===== config.mk =====
export PLATFORM = sky130hd
export DESIGN_NAME = crc_frame_seq
export DESIGN_NICKNAME = d
export VERILOG_FILES = /design/src/rtl/crc_pkg.sv /design/src/rtl/crc_serial_core.sv /design/src/rtl/crc_frame_seq.sv
export SDC_FILE = /design/constraint.sdc
export NUM_CORES = 1
export LEC_CHECK = 0
export BUFFER_PORTS_ARGS = -buffer_cell sky130_fd_sc_hd__buf_2
export CAP_MARGIN = 10
export CORE_ASPECT_RATIO = 0.6
export CORE_MARGIN = 1.5
export CORE_UTILIZATION = 55
export CTS_BUF_LIST = sky130_fd_sc_hd__clkbuf_2 sky130_fd_sc_hd__clkbuf_4 sky130_fd_sc_hd__clkbuf_8
export CTS_CLUSTER_DIAMETER = 30
export DETAILED_ROUTE_END_ITERATION = 8
export PLACE_DENSITY_LB_ADDON = 0.08
export RECOVER_POWER = 25
export SLEW_MARGIN = 10
export SYNTH_ARGS = -nofsm -noshare
export SYNTH_HDL_FRONTEND = slang
export SYNTH_SLANG_ARGS = --single-unit

===== constraint.sdc =====
create_clock -name clk -period 3 [get_ports clk]
set_input_delay 0.3 -clock clk [delete_from_list [all_inputs] [get_ports clk]]
set_output_delay 0.3 -clock clk [all_outputs]
set_load 0.005 [all_outputs]

===== src/rtl/crc_pkg.sv =====
// Shared CRC definitions: mode codes, reset preset, FSM states,
// and width helpers used by the serial engine and frame sequencer.
package crc_pkg;

    localparam logic [1:0]  CRC_MODE_8  = 2'b00;
    localparam logic [1:0]  CRC_MODE_16 = 2'b01;
    localparam logic [1:0]  CRC_MODE_32 = 2'b10;
    localparam logic [31:0] CRC_INIT    = 32'hFFFF_FFFF;

    typedef enum logic [1:0] {
        ST_IDLE,
        ST_SHIFT,
        ST_WAIT,
        ST_DONE
    } seq_state_t;

    // Mode 2'b11 is treated as CRC32.
    function automatic logic [31:0] crc_mask(input logic [1:0] mode);
        logic [31:0] m;
        m = 32'hFFFF_FFFF;
        unique case (1'b1)
            (mode == CRC_MODE_8):  m = 32'h0000_00FF;
            (mode == CRC_MODE_16): m = 32'h0000_FFFF;
            default:               m = 32'hFFFF_FFFF;
        endcase
        return m;
    endfunction

    function automatic logic crc_msb(input logic [31:0] crc,
                                     input logic [1:0]  mode);
        logic b;
        b = crc[31];
        unique case (1'b1)
            (mode == CRC_MODE_8):  b = crc[7];
            (mode == CRC_MODE_16): b = crc[15];
            default:               b = crc[31];
        endcase
        return b;
    endfunction

endpackage


===== src/rtl/crc_serial_core.sv =====
// Serial CRC engine: one bit per clock, MSB-first, width set by mode.
// Ports: clk, rst_n, init (preset), data_valid/data_in (shift bit),
//   mode/poly (config), crc_out (engine register).
module crc_serial_core
    import crc_pkg::*;
#(
    parameter logic [31:0] INIT_VAL = CRC_INIT
) (
    input  logic        clk,
    input  logic        rst_n,
    input  logic        init,
    input  logic        data_valid,
    input  logic        data_in,
    input  logic [1:0]  mode,
    input  logic [31:0] poly,
    output logic [31:0] crc_out
);

    logic        rb;
    logic [31:0] nxt;

    assign rb  = crc_msb(crc_out, mode) ^ data_in;
    assign nxt = ((crc_out << 1) ^ (rb ? poly : 32'h0))
               & crc_mask(mode);

    // init wins over data_valid; the unmasked preset gets
    // trimmed to the mode width by the first shift.
    always_ff @(posedge clk or negedge rst_n) begin
        if (!rst_n) begin
            crc_out <= INIT_VAL;
        end else if (init) begin
            crc_out <= INIT_VAL;
        end else if (data_valid) begin
            crc_out <= nxt;
        end
    end

endmodule


===== src/rtl/crc_frame_seq.sv =====
// Framed byte front end for the serial CRC engine (8 clk per byte).
// Ports: clk, rst_n, cfg_mode/cfg_poly, s_valid/s_ready/s_data/s_last
//   (byte in), res_valid/res_ready/res_crc/res_len (result), busy.
module crc_frame_seq
    import crc_pkg::*;
#(
    parameter logic [31:0] INIT_VAL = CRC_INIT,
    parameter int          LEN_W    = 16
) (
    input  logic             clk,
    input  logic             rst_n,
    input  logic [1:0]       cfg_mode,
    input  logic [31:0]      cfg_poly,
    input  logic             s_valid,
    output logic             s_ready,
    input  logic [7:0]       s_data,
    input  logic             s_last,
    output logic             res_valid,
    input  logic             res_ready,
    output logic [31:0]      res_crc,
    output logic [LEN_W-1:0] res_len,
    output logic             busy
);

    seq_state_t  state;
    logic [2:0]  bit_cnt;
    logic [7:0]  byte_q;
    logic        last_q;
    logic [1:0]  mode_q;
    logic [31:0] poly_q;

    logic             bit0;
    logic             accept;
    logic             eng_init;
    logic             eng_valid;
    logic             eng_din;
    logic [LEN_W-1:0] len_inc;

    assign bit0 = (bit_cnt == 3'd0);

    // Gated by rst_n so the byte port is closed while reset is held.
    assign s_ready = rst_n
                   && ((state == ST_IDLE)
                    || (state == ST_WAIT)
                    || ((state == ST_SHIFT) && bit0 && !last_q));

    assign accept    = s_valid && s_ready;
    assign eng_init  = (state == ST_IDLE) && accept;
    assign eng_valid = (state == ST_SHIFT);
    assign eng_din   = byte_q[bit_cnt];

    assign len_inc = (&res_len) ? res_len
                                : res_len + LEN_W'(1);

    assign res_valid = (state == ST_DONE);
    assign busy      = (state != ST_IDLE);

    crc_serial_core #(
        .INIT_VAL   (INIT_VAL)
    ) u_core (
        .clk        (clk),
        .rst_n      (rst_n),
        .init       (eng_init),
        .data_valid (eng_valid),
        .data_in    (eng_din),
        .mode       (mode_q),
        .poly       (poly_q),
        .crc_out    (res_crc)
    );

    always_ff @(posedge clk or negedge rst_n) begin
        if (!rst_n) begin
            state   <= ST_IDLE;
            bit_cnt <= 3'd0;
            byte_q  <= 8'h00;
            last_q  <= 1'b0;
            mode_q  <= CRC_MODE_32;
            poly_q  <= 32'h0;
            res_len <= '0;
        end else begin
            unique case (state)
                ST_IDLE: begin
                    if (accept) begin
                        byte_q  <= s_data;
                        last_q  <= s_last;
                        mode_q  <= cfg_mode;
                        poly_q  <= cfg_poly;
                        res_len <= LEN_W'(1);
                        bit_cnt <= 3'd7;
                        state   <= ST_SHIFT;
                    end
                end
                ST_SHIFT: begin
                    bit_cnt <= bit_cnt - 3'd1;
                    if (bit0) begin
                        if (last_q) begin
                            state <= ST_DONE;
                        end else if (accept) begin
                            // Next byte follows with no bubble.
                            byte_q  <= s_data;
                            last_q  <= s_last;
                            res_len <= len_inc;
                            bit_cnt <= 3'd7;
                        end else begin
                            state <= ST_WAIT;
                        end
                    end
                end
                ST_WAIT: begin
                    if (accept) begin
                        byte_q  <= s_data;
                        last_q  <= s_last;
                        res_len <= len_inc;
                        bit_cnt <= 3'd7;
                        state   <= ST_SHIFT;
                    end
                end
                ST_DONE: begin
                    if (res_ready) begin
                        state <= ST_IDLE;
                    end
                end
            endcase
        end
    end

endmodule


==> results.json, run 1 <==
{
  "required_ps": 3260,
  "cts_buffers": 9,
  "cts.root.buffer_cell": "clkbuf_8",
  "crit_type": "reg2reg",
  "avgViaCountPerCell": 5.39,
  "ctsResizeCount": 0,
  "wl_mm": 10.7,
  "cap_violations": 0,
  "status": "finished, final reports clean",
  "regArea_sq_mm": 0.00244,
  "pwr-share-seq": 0.394,
  "drt-pass1-iter-count": 5,
  "vias": 3792,
  "ant_nets": 0,
  "r2r_start": "bit_cnt[0]",
  "slowest_delay_ps": 790,
  "setup_violations": 0,
  "fin_skew_ps": 9.93,
  "ys_seq_area_frac": 0.520,
  "final_area_sq_mm": 0.00549,
  "fin_nets": 645,
  "insertion_delay_ps": 370,
  "grt_max_degree": 83,
  "crit_slowest_cell": "xnor2_2",
  "fin_crit_sh": 0.876,
  "hp-class": "in2reg",
  "finalHoldViolations": 0,
  "tritoncts": "done",
  "io_buffers": 97,
  "start_util": 0.582,
  "chipHeight_um": 74.6,
  "drt_first_iter_violations": 330,
  "slew_violations": 0,
  "die_w_um": 122,
  "pin_count": 98,
  "p_sw_mw": 2.47,
  "cts_buffer_depth": 2,
  "core-area_sq_mm": 0.00807,
  "finalSetupTns_ps": 0,
  "swShare": 0.413,
  "comb_power_share": 0.471,
  "ys_seq_elements": 96,
  "htreeDepth": 3,
  "ys_types": 39,
  "crit_fanout": 20,
  "drive_gt1_frac": 0.255,
  "worstMarginPinSlew_ps": 1000,
  "worst_setup_path_end_kind": "register",
  "fillCellCount": 657,
  "synth_edf_count": 0,
  "worstHoldStart": "cfg_mode[1]",
  "path_delay_family": "XOR/XNOR gates",
  "clk_pin_slew_ps": 100,
  "rows": 25,
  "peakVddDrop_uv": 481,
  "track_usage": 0.247,
  "pwr-share-clk": 0.134,
  "dieArea_sq_mm": 0.00913,
  "clkSinkCount": 96,
  "p_total_mw": 5.99,
  "timing.critical_path.from": "bit_cnt[0]",
  "path_cells": "mux4_2 > mux2i_1 > xnor2_2 > buf_4 > nand2_1 > xnor2_1 > o221ai_1",
  "dpl_worst_slack_ps": 348,
  "syn_nets": 552,
  "async_reset_ff_frac": 1.00,
  "intPower_mw": 3.51,
  "arrival_ps": 2890,
  "leakagePower_nw": 2.65,
  "syn2layout_area_growth_pct": 16.7,
  "syn_area_sq_mm": 0.00470,
  "ys.warnings.count": 0,
  "wl_per_cell_um": 15.2,
  "syn_inst": 497,
  "diodes": 0,
  "worst-path-buf-inv": 1,
  "antenna_found_initial": 0,
  "synth_flop_cell": "dfrtp_1",
  "p_per_area_mw_per_mm2": 1090,
  "post-route-drc-count": 0,
  "grt_pass1_vias": 3527,
  "grt.overflow.total": 0,
  "worst_setup_path_start_kind": "register",
  "min_period_ps": 2630,
  "rsz0062_at_grt": "false",
  "multi_input_area_sq_mm": 0.00204,
  "syn_avg_cell_area_sq_um": 9.46,
  "routabilityCongestion": 0.862,
  "slew_headroom": 0.331,
  "timing.fmax_ghz": 0.381,
  "dpl.hpwl_mm": 7.56,
  "grt_pass1_wl_mm": 17.2,
  "placed_cell_area_sq_mm": 0.00530,
  "fin_ws_ps": 372
}
-- Yosys cell counts, types with 3 or more instances --
master    count  area [sq um]
clkbuf_1     20          75.1
nor3_1        3          15.0
o221ai_1     24           210
buf_2         4          20.0
nand3_1      18          90.1
nor2_1       26          97.6
nand2_1     135           507
mux2_2       13           146
a31o_2        4          35.0
a21oi_1      13          65.1
a21o_1        7          52.6
inv_1        32           120
nor2b_1       3          18.8
and3_1        3          18.8
xor2_1        8          70.1
xnor2_1      26           228
ha_1          8           100
nand4_1       7          43.8
dfstp_2      33           867
dfrtp_1      63          1580
o21ai_0      18          90.1
nand2b_1      5          31.3
-- layer usage --
metal	wire, um	part of all wire	track usage
met1	5250	0.49	0.363
met2	4540	0.43	0.358
met3	784	0.073	0.0744
met4	106	0.0099	0.0659
met5	0	0	0
-- repair_timing --
item / in CTS / in global routing
buffers inserted: 0 / 0
hold endpoints to repair: 14 / 0
hold buffers: 1 / 0
-- worst paths after layout --
kind	end	slack, ps	cells past startpoint
setup / recovery	u_core.crc_out[19]	370	7
hold / removal	mode_q[1]	110	3
setup reg to reg	u_core.crc_out[19]	370	7
hold reg to reg	poly_q[9]	480	2
max in group asynchronous	poly_q[18]	1200	4
min in group asynchronous	res_len[10]	530	3
-- cell type report --
cell class / instances / area share
clock buffer: 12 / 0.0290
timing repair buffer: 107 / 0.101
multi-input combinational: 344 / 0.373
sequential: 96 / 0.445
tap: 108 / 0.0246
clock inverter: 4 / 0.00547
inverter: 32 / 0.0219
-- logic make-up after synthesis --
group                      share of synthesized area
and+or+nand+nor                                0.187
DFF                                            0.520
AOI/OAI and AO/OA                              0.112
adders and majority gates                     0.0213
buffers and inverters                         0.0482
muxes                                         0.0474
xor gates and xnor gates                      0.0634
-- placed cells by master, fill, tap and decap left out, types with 2 or more instances in the layout --
cell,instances
nor4_1,2
and3_1,3
a21oi_1,13
xnor2_1,25
dfrtp_1,63
buf_2,89
xor2_1,8
buf_4,9
nor2_1,25
a21o_1,7
o211ai_1,2
clkbuf_8,11
a22oi_1,2
or2_2,2
a31o_2,4
mux2i_1,2
o21ai_0,18
mux4_2,2
nand3_1,17
nand2b_1,5
ha_1,8
nor2b_1,3
clkinvlp_4,4
clkbuf_1,8
mux2_2,13
o221ai_1,24
nor3_1,3
inv_1,32
dfstp_2,12
and2_1,2
nand2_1,135
nand4_1,7
dfstp_1,21
-- metrics by stage --
stage / util / cells / hold slack, ps
floorplan: - / 497 / 4.41
global placement: 0.657 / 686 / 298
detailed placement: 0.657 / 686 / 306
CTS: 0.681 / 703 / 102
global route: 0.680 / 703 / 94.1
finish: 0.680 / 703 / 113
-- power groups by stage --
| stage | Clock, mW | Sequential [mW] | Combinational, mW |
|---|---|---|---|
| after floorplan | 0 | 2.32 | 2.11 |
| after global placement | 0 | 2.40 | 2.71 |
| after detailed placement | 0 | 2.41 | 2.84 |
| after CTS | 0.827 | 2.39 | 2.85 |
| after global routing | 0.887 | 2.44 | 3.16 |
| final | 0.804 | 2.36 | 2.82 |
-- worst register-to-register path: cells and delay by family (launching register included) --
family,cells,cell delay (ps)
buffers and inverters,1,380
AO/OA/AOI/OAI,1,130
flip-flops,1,470
AND/OR/NAND/NOR,1,110
multiplexers,2,500
XOR/XNOR,2,950
-- registers in the layout, indices dropped and copies added, names as in the netlist --
name            flops
bit_cnt             3
state               2
res_len            16
poly_q             32
u_core.crc_out     32
last_q              1
mode_q              2
byte_q              8
Power figures use the tool's default switching activity.
==> inputs of run 2 (changes only) <==
--- a/config.mk
+++ b/config.mk
@@ -13,8 +13,8 @@
 export CTS_BUF_LIST = sky130_fd_sc_hd__clkbuf_2 sky130_fd_sc_hd__clkbuf_4 sky130_fd_sc_hd__clkbuf_8
 export CTS_CLUSTER_DIAMETER = 30
 export DETAILED_ROUTE_END_ITERATION = 8
+export GPL_TIMING_DRIVEN = 0
 export PLACE_DENSITY_LB_ADDON = 0.08
-export RECOVER_POWER = 25
 export SLEW_MARGIN = 10
 export SYNTH_ARGS = -nofsm -noshare
 export SYNTH_HDL_FRONTEND = slang
==> results.json, run 2 (same netlist as run 1, synthesis figures left out) <==
{
  "status": "finished, final reports clean",
  "avgViaCountPerCell": 5.48,
  "holdWs_ps": 52.1,
  "grt_pass1_wl_mm": 19.0,
  "required_ps": 3260,
  "wl_per_cell_um": 15.9,
  "clk_pin_slew_ps": 90,
  "drt-pass1-iter-count": 4,
  "timing.fmax_ghz": 0.377,
  "p_total_mw": 6.21,
  "wl_mm": 11.5,
  "insertion_delay_ps": 370,
  "worst_setup_path_start_kind": "register",
  "drive_gt1_frac": 0.288,
  "fin_skew_ps": 8.04,
  "p_per_area_mw_per_mm2": 1120,
  "grt_max_degree": 63,
  "track_usage": 0.275,
  "crit_type": "reg2reg",
  "syn2layout_area_growth_pct": 18.4,
  "fin_crit_sh": 0.884,
  "die_w_um": 122,
  "pin_count": 98,
  "reg2reg_to": "res_len[11]",
  "hp-class": "in2async",
  "drt_first_iter_violations": 322,
  "core-area_sq_mm": 0.00807,
  "start_util": 0.582,
  "finalHoldViolations": 0,
  "setup_violations": 0,
  "cts.root.buffer_cell": "clkbuf_8",
  "dpl.hpwl_mm": 8.20,
  "vias": 3944,
  "io_buffers": 97,
  "arrival_ps": 2910,
  "htreeDepth": 3,
  "post-route-drc-count": 0,
  "tritoncts": "done",
  "clkSinkCount": 96,
  "peakVddDrop_uv": 523,
  "ant_nets": 0,
  "r2r_start": "bit_cnt[0]",
  "slew_headroom": 0.493,
  "layout.cells.most_common_list": "135 x nand2_1, 100 x buf_2, 63 x dfrtp_1",
  "rsz0062_at_grt": "false",
  "stdcell_count": 720,
  "slew_violations": 0,
  "cap_violations": 0,
  "leakagePower_nw": 2.71,
  "diodes": 0,
  "dp.cells": 703,
  "antenna_found_initial": 0,
  "mostFrequentLayoutCell": "nand2_1",
  "cts_buffer_depth": 2,
  "crit_fanout": 8,
  "rows": 25,
  "min_period_ps": 2650,
  "ff2ff_setup_slack_ps": 350,
  "worstMarginPinSlew_ps": 752,
  "grt_pass1_vias": 3849,
  "reg_top3": "poly_q (32), u_core.crc_out (32), res_len (16)",
  "routabilityCongestion": 0.816,
  "cts_buffers": 9,
  "grt.overflow.total": 0,
  "worst_setup_path_end_kind": "register",
  "fin_nets": 662,
  "rr_worst_depth": 8,
  "dieArea_sq_mm": 0.00913,
  "chipHeight_um": 74.6
}
## run 2: worst max-delay path, stage by stage, from the launching register on
cell and delay [ps]:
dfrtp_1 480, inv_1 120, ha_1 190, or3b_1 410, a22oi_1 300, nand4_1 190
a21oi_2 360, nand4_1 160, mux2_1 330
## run 2: layout make-up
cell class / instances / area, sq um
flip-flops and latches: 96 / 2440
inverters: 32 / 120
clock buffers: 12 / 165
multi-input cells: 344 / 2030
repair buffers: 99 / 536
clock inverters: 4 / 27.5
fillers: 633 / 2510
plain buffers: 25 / 106
well taps: 108 / 135
## run 2: how the worst max path moves through the flow
| stage | startpoint | endpoint | slack, ps |
|---|---|---|---|
| after floorplan | bit_cnt[0] | res_len[11] | 740 |
| after global placement | rst_n | poly_q[7] | -910 |
| after global routing | state[0] | byte_q[6] | 160 |
| after detailed placement | rst_n | res_len[0] | 50 |
| final | bit_cnt[0] | res_len[11] | 350 |
| after CTS | bit_cnt[0] | res_len[11] | 380 |
## run 2: per-stage QoR
| step | instance area (sq um) | worst slack (ps) | util | setup TNS [ps] |
|---|---|---|---|---|
| after CTS | 5560 | 381 | 0.689 | 0 |
| after floorplan | 4700 | 741 | - | 0 |
| after detailed placement | 5350 | 48.9 | 0.663 | 0 |
| after global placement | 5320 | -910 | 0.659 | -49250 |
| after global routing | 5560 | 160 | 0.689 | 0 |
| final | 5560 | 349 | 0.689 | 0 |
## run 2: routing by layer
layer,part of all wire,global-route usage
met1,0.49,0.401
met2,0.44,0.413
met3,0.065,0.0698
met4,0.012,0.0775
met5,0,0
## run 2: repair_timing
item | in CTS | in global routing
setup buffers | 0 | 0
gates resized for setup | 0 | 0
hold buffers | 1 | 0
endpoints found under the hold margin | 23 | 0
## run 2: where the power goes
part | internal, mW | switching [mW] | total [mW] | leakage (nW)
Clock | 0.368 | 0.455 | 0.823 | 0.0906
Combinational | 1.26 | 1.74 | 3.00 | 1.49
Sequential | 2.00 | 0.390 | 2.39 | 1.13
==> inputs of run 3 (changes only) <==
--- a/config.mk
+++ b/config.mk
@@ -13,7 +13,9 @@
 export CTS_BUF_LIST = sky130_fd_sc_hd__clkbuf_2 sky130_fd_sc_hd__clkbuf_4 sky130_fd_sc_hd__clkbuf_8
 export CTS_CLUSTER_DIAMETER = 30
 export DETAILED_ROUTE_END_ITERATION = 8
+export GPL_ROUTABILITY_DRIVEN = 0
 export GPL_TIMING_DRIVEN = 0
+export MAX_ROUTING_LAYER = met4
 export PLACE_DENSITY_LB_ADDON = 0.08
 export SLEW_MARGIN = 10
 export SYNTH_ARGS = -nofsm -noshare
==> results.json, run 3 (same netlist as run 1, synthesis figures left out) <==
{
  "status": "finished, final reports clean",
  "p_per_area_mw_per_mm2": 1110,
  "cp_common_cell": "nand4_1",
  "leakagePower_nw": 2.71,
  "wl_met2_mm": 5.02,
  "hp-class": "in2async",
  "post-route-drc-count": 0,
  "drt-pass1-iter-count": 4,
  "arrival_ps": 2910,
  "cap_violations": 0,
  "ff2ff_setup_slack_ps": 350,
  "fin_crit_sh": 0.883,
  "rows": 25,
  "dr.max_layer_used": "met4",
  "fin_nets": 662,
  "wl_mm": 11.5,
  "dp.cells": 703,
  "crit_fanout": 8,
  "fin_ws_ps": 350,
  "reg2reg_to": "res_len[11]",
  "rsz0062_at_grt": "false",
  "worst_setup_path_end_kind": "register",
  "clk_pin_slew_ps": 90,
  "grt_pass1_vias": 3851,
  "slowest_delay_ps": 480,
  "ant_nets": 0,
  "grt_pass1_wl_mm": 19.0,
  "crit_slowest_cell": "dfrtp_1",
  "holdWs_ps": 51.7,
  "fin_skew_ps": 8.05,
  "vias": 3936,
  "crit_type": "reg2reg",
  "core-area_sq_mm": 0.00807,
  "syn2layout_area_growth_pct": 18.4,
  "worstMarginPinSlew_ps": 753,
  "insertion_delay_ps": 370,
  "min_period_ps": 2650,
  "drive_gt1_frac": 0.288,
  "diodes": 0,
  "slew_violations": 0,
  "pin_count": 98,
  "reg_top3": "poly_q (32), u_core.crc_out (32), res_len (16)",
  "stdcell_count": 720,
  "avgViaCountPerCell": 5.47,
  "cts.root.buffer_cell": "clkbuf_8",
  "mostFrequentLayoutCell": "nand2_1",
  "wl_per_cell_um": 15.9,
  "cts_buffers": 9,
  "finalHoldViolations": 0,
  "io_buffers": 97,
  "grt_max_degree": 63,
  "antenna_found_initial": 0,
  "finalSetupTns_ps": 0,
  "tritoncts": "done",
  "clkSinkCount": 96,
  "peakVddDrop_uv": 523,
  "slew_headroom": 0.492,
  "dpl_worst_slack_ps": 48.9,
  "met1Wirelength_mm": 5.58,
  "layout.cells.most_common_list": "135 x nand2_1, 100 x buf_2, 63 x dfrtp_1",
  "cts_buffer_depth": 2,
  "worst-path-buf-inv": 1,
  "required_ps": 3260,
  "timing.fmax_ghz": 0.377,
  "setup_violations": 0,
  "rr_worst_depth": 8,
  "start_util": 0.582,
  "wl_met3_um": 763,
  "worst_setup_path_start_kind": "register",
  "ctsResizeCount": 0,
  "p_total_mw": 6.20,
  "track_usage": 0.285,
  "die_w_um": 122,
  "drt_first_iter_violations": 329,
  "dieArea_sq_mm": 0.00913,
  "path_cells": "inv_1 > ha_1 > or3b_1 > a22oi_1 > nand4_1 > a21oi_2 > nand4_1 > mux2_1",
  "path_delay_family": "simple AND/OR/NAND/NOR gates",
  "htreeDepth": 3,
  "dpl.hpwl_mm": 8.20,
  "grt.overflow.total": 0,
  "r2r_start": "bit_cnt[0]",
  "chipHeight_um": 74.6
}
run 3: cell counts in the layout (fill, tap and decap cells not counted):
No cell type changed its count.
run 3: area by class of cell:
| class | instances | area (sq um) |
|---|---|---|
| Clock buffer | 12 | 165 |
| Clock inverter | 4 | 27.5 |
| Inverter | 32 | 120 |
| Tap cell | 108 | 135 |
| Fill cell | 633 | 2510 |
| Multi-Input combinational cell | 344 | 2030 |
| Sequential cell | 96 | 2440 |
| Timing Repair Buffer | 99 | 536 |
| Buffer | 25 | 106 |
run 3: metal layers:
| layer | vias up | track usage |
|---|---|---|
| met3 | 14 | 0.0713 |
| li1 | 1884 | - |
| met5 | - | - |
| met2 | 143 | 0.413 |
| met1 | 1895 | 0.402 |
| met4 | 0 | 0.0736 |
run 3: worst max path at each step:
stage	from	depth (start not counted)	end	slack (ps)
2_1_floorplan	bit_cnt[0]	8	res_len[11]	740
3_3_place_gp	rst_n	6	poly_q[7]	-910
3_5_place_dp	rst_n	7	res_len[0]	50
4_1_cts	bit_cnt[0]	8	res_len[11]	380
5_1_grt	state[0]	7	byte_q[6]	160
6_report	bit_cnt[0]	8	res_len[11]	350
run 3: where the power goes:
group | internal [mW] | leakage [nW] | switching, mW
Combinational | 1.26 | 1.49 | 1.74
Clock | 0.368 | 0.0906 | 0.454
Sequential | 2.00 | 1.13 | 0.389
run 3: per-stage QoR:
step	cell area (sq um)	utilization
3_3_place_gp	5320	0.659
6_report	5560	0.689
3_5_place_dp	5350	0.663
5_1_grt	5560	0.689
2_1_floorplan	4700	-
4_1_cts	5560	0.689
run 3: repair_timing:
| item | CTS | global route |
|---|---|---|
| endpoints found under the hold margin | 23 | 0 |
| hold buffers | 1 | 0 |
| setup buffers | 0 | 0 |
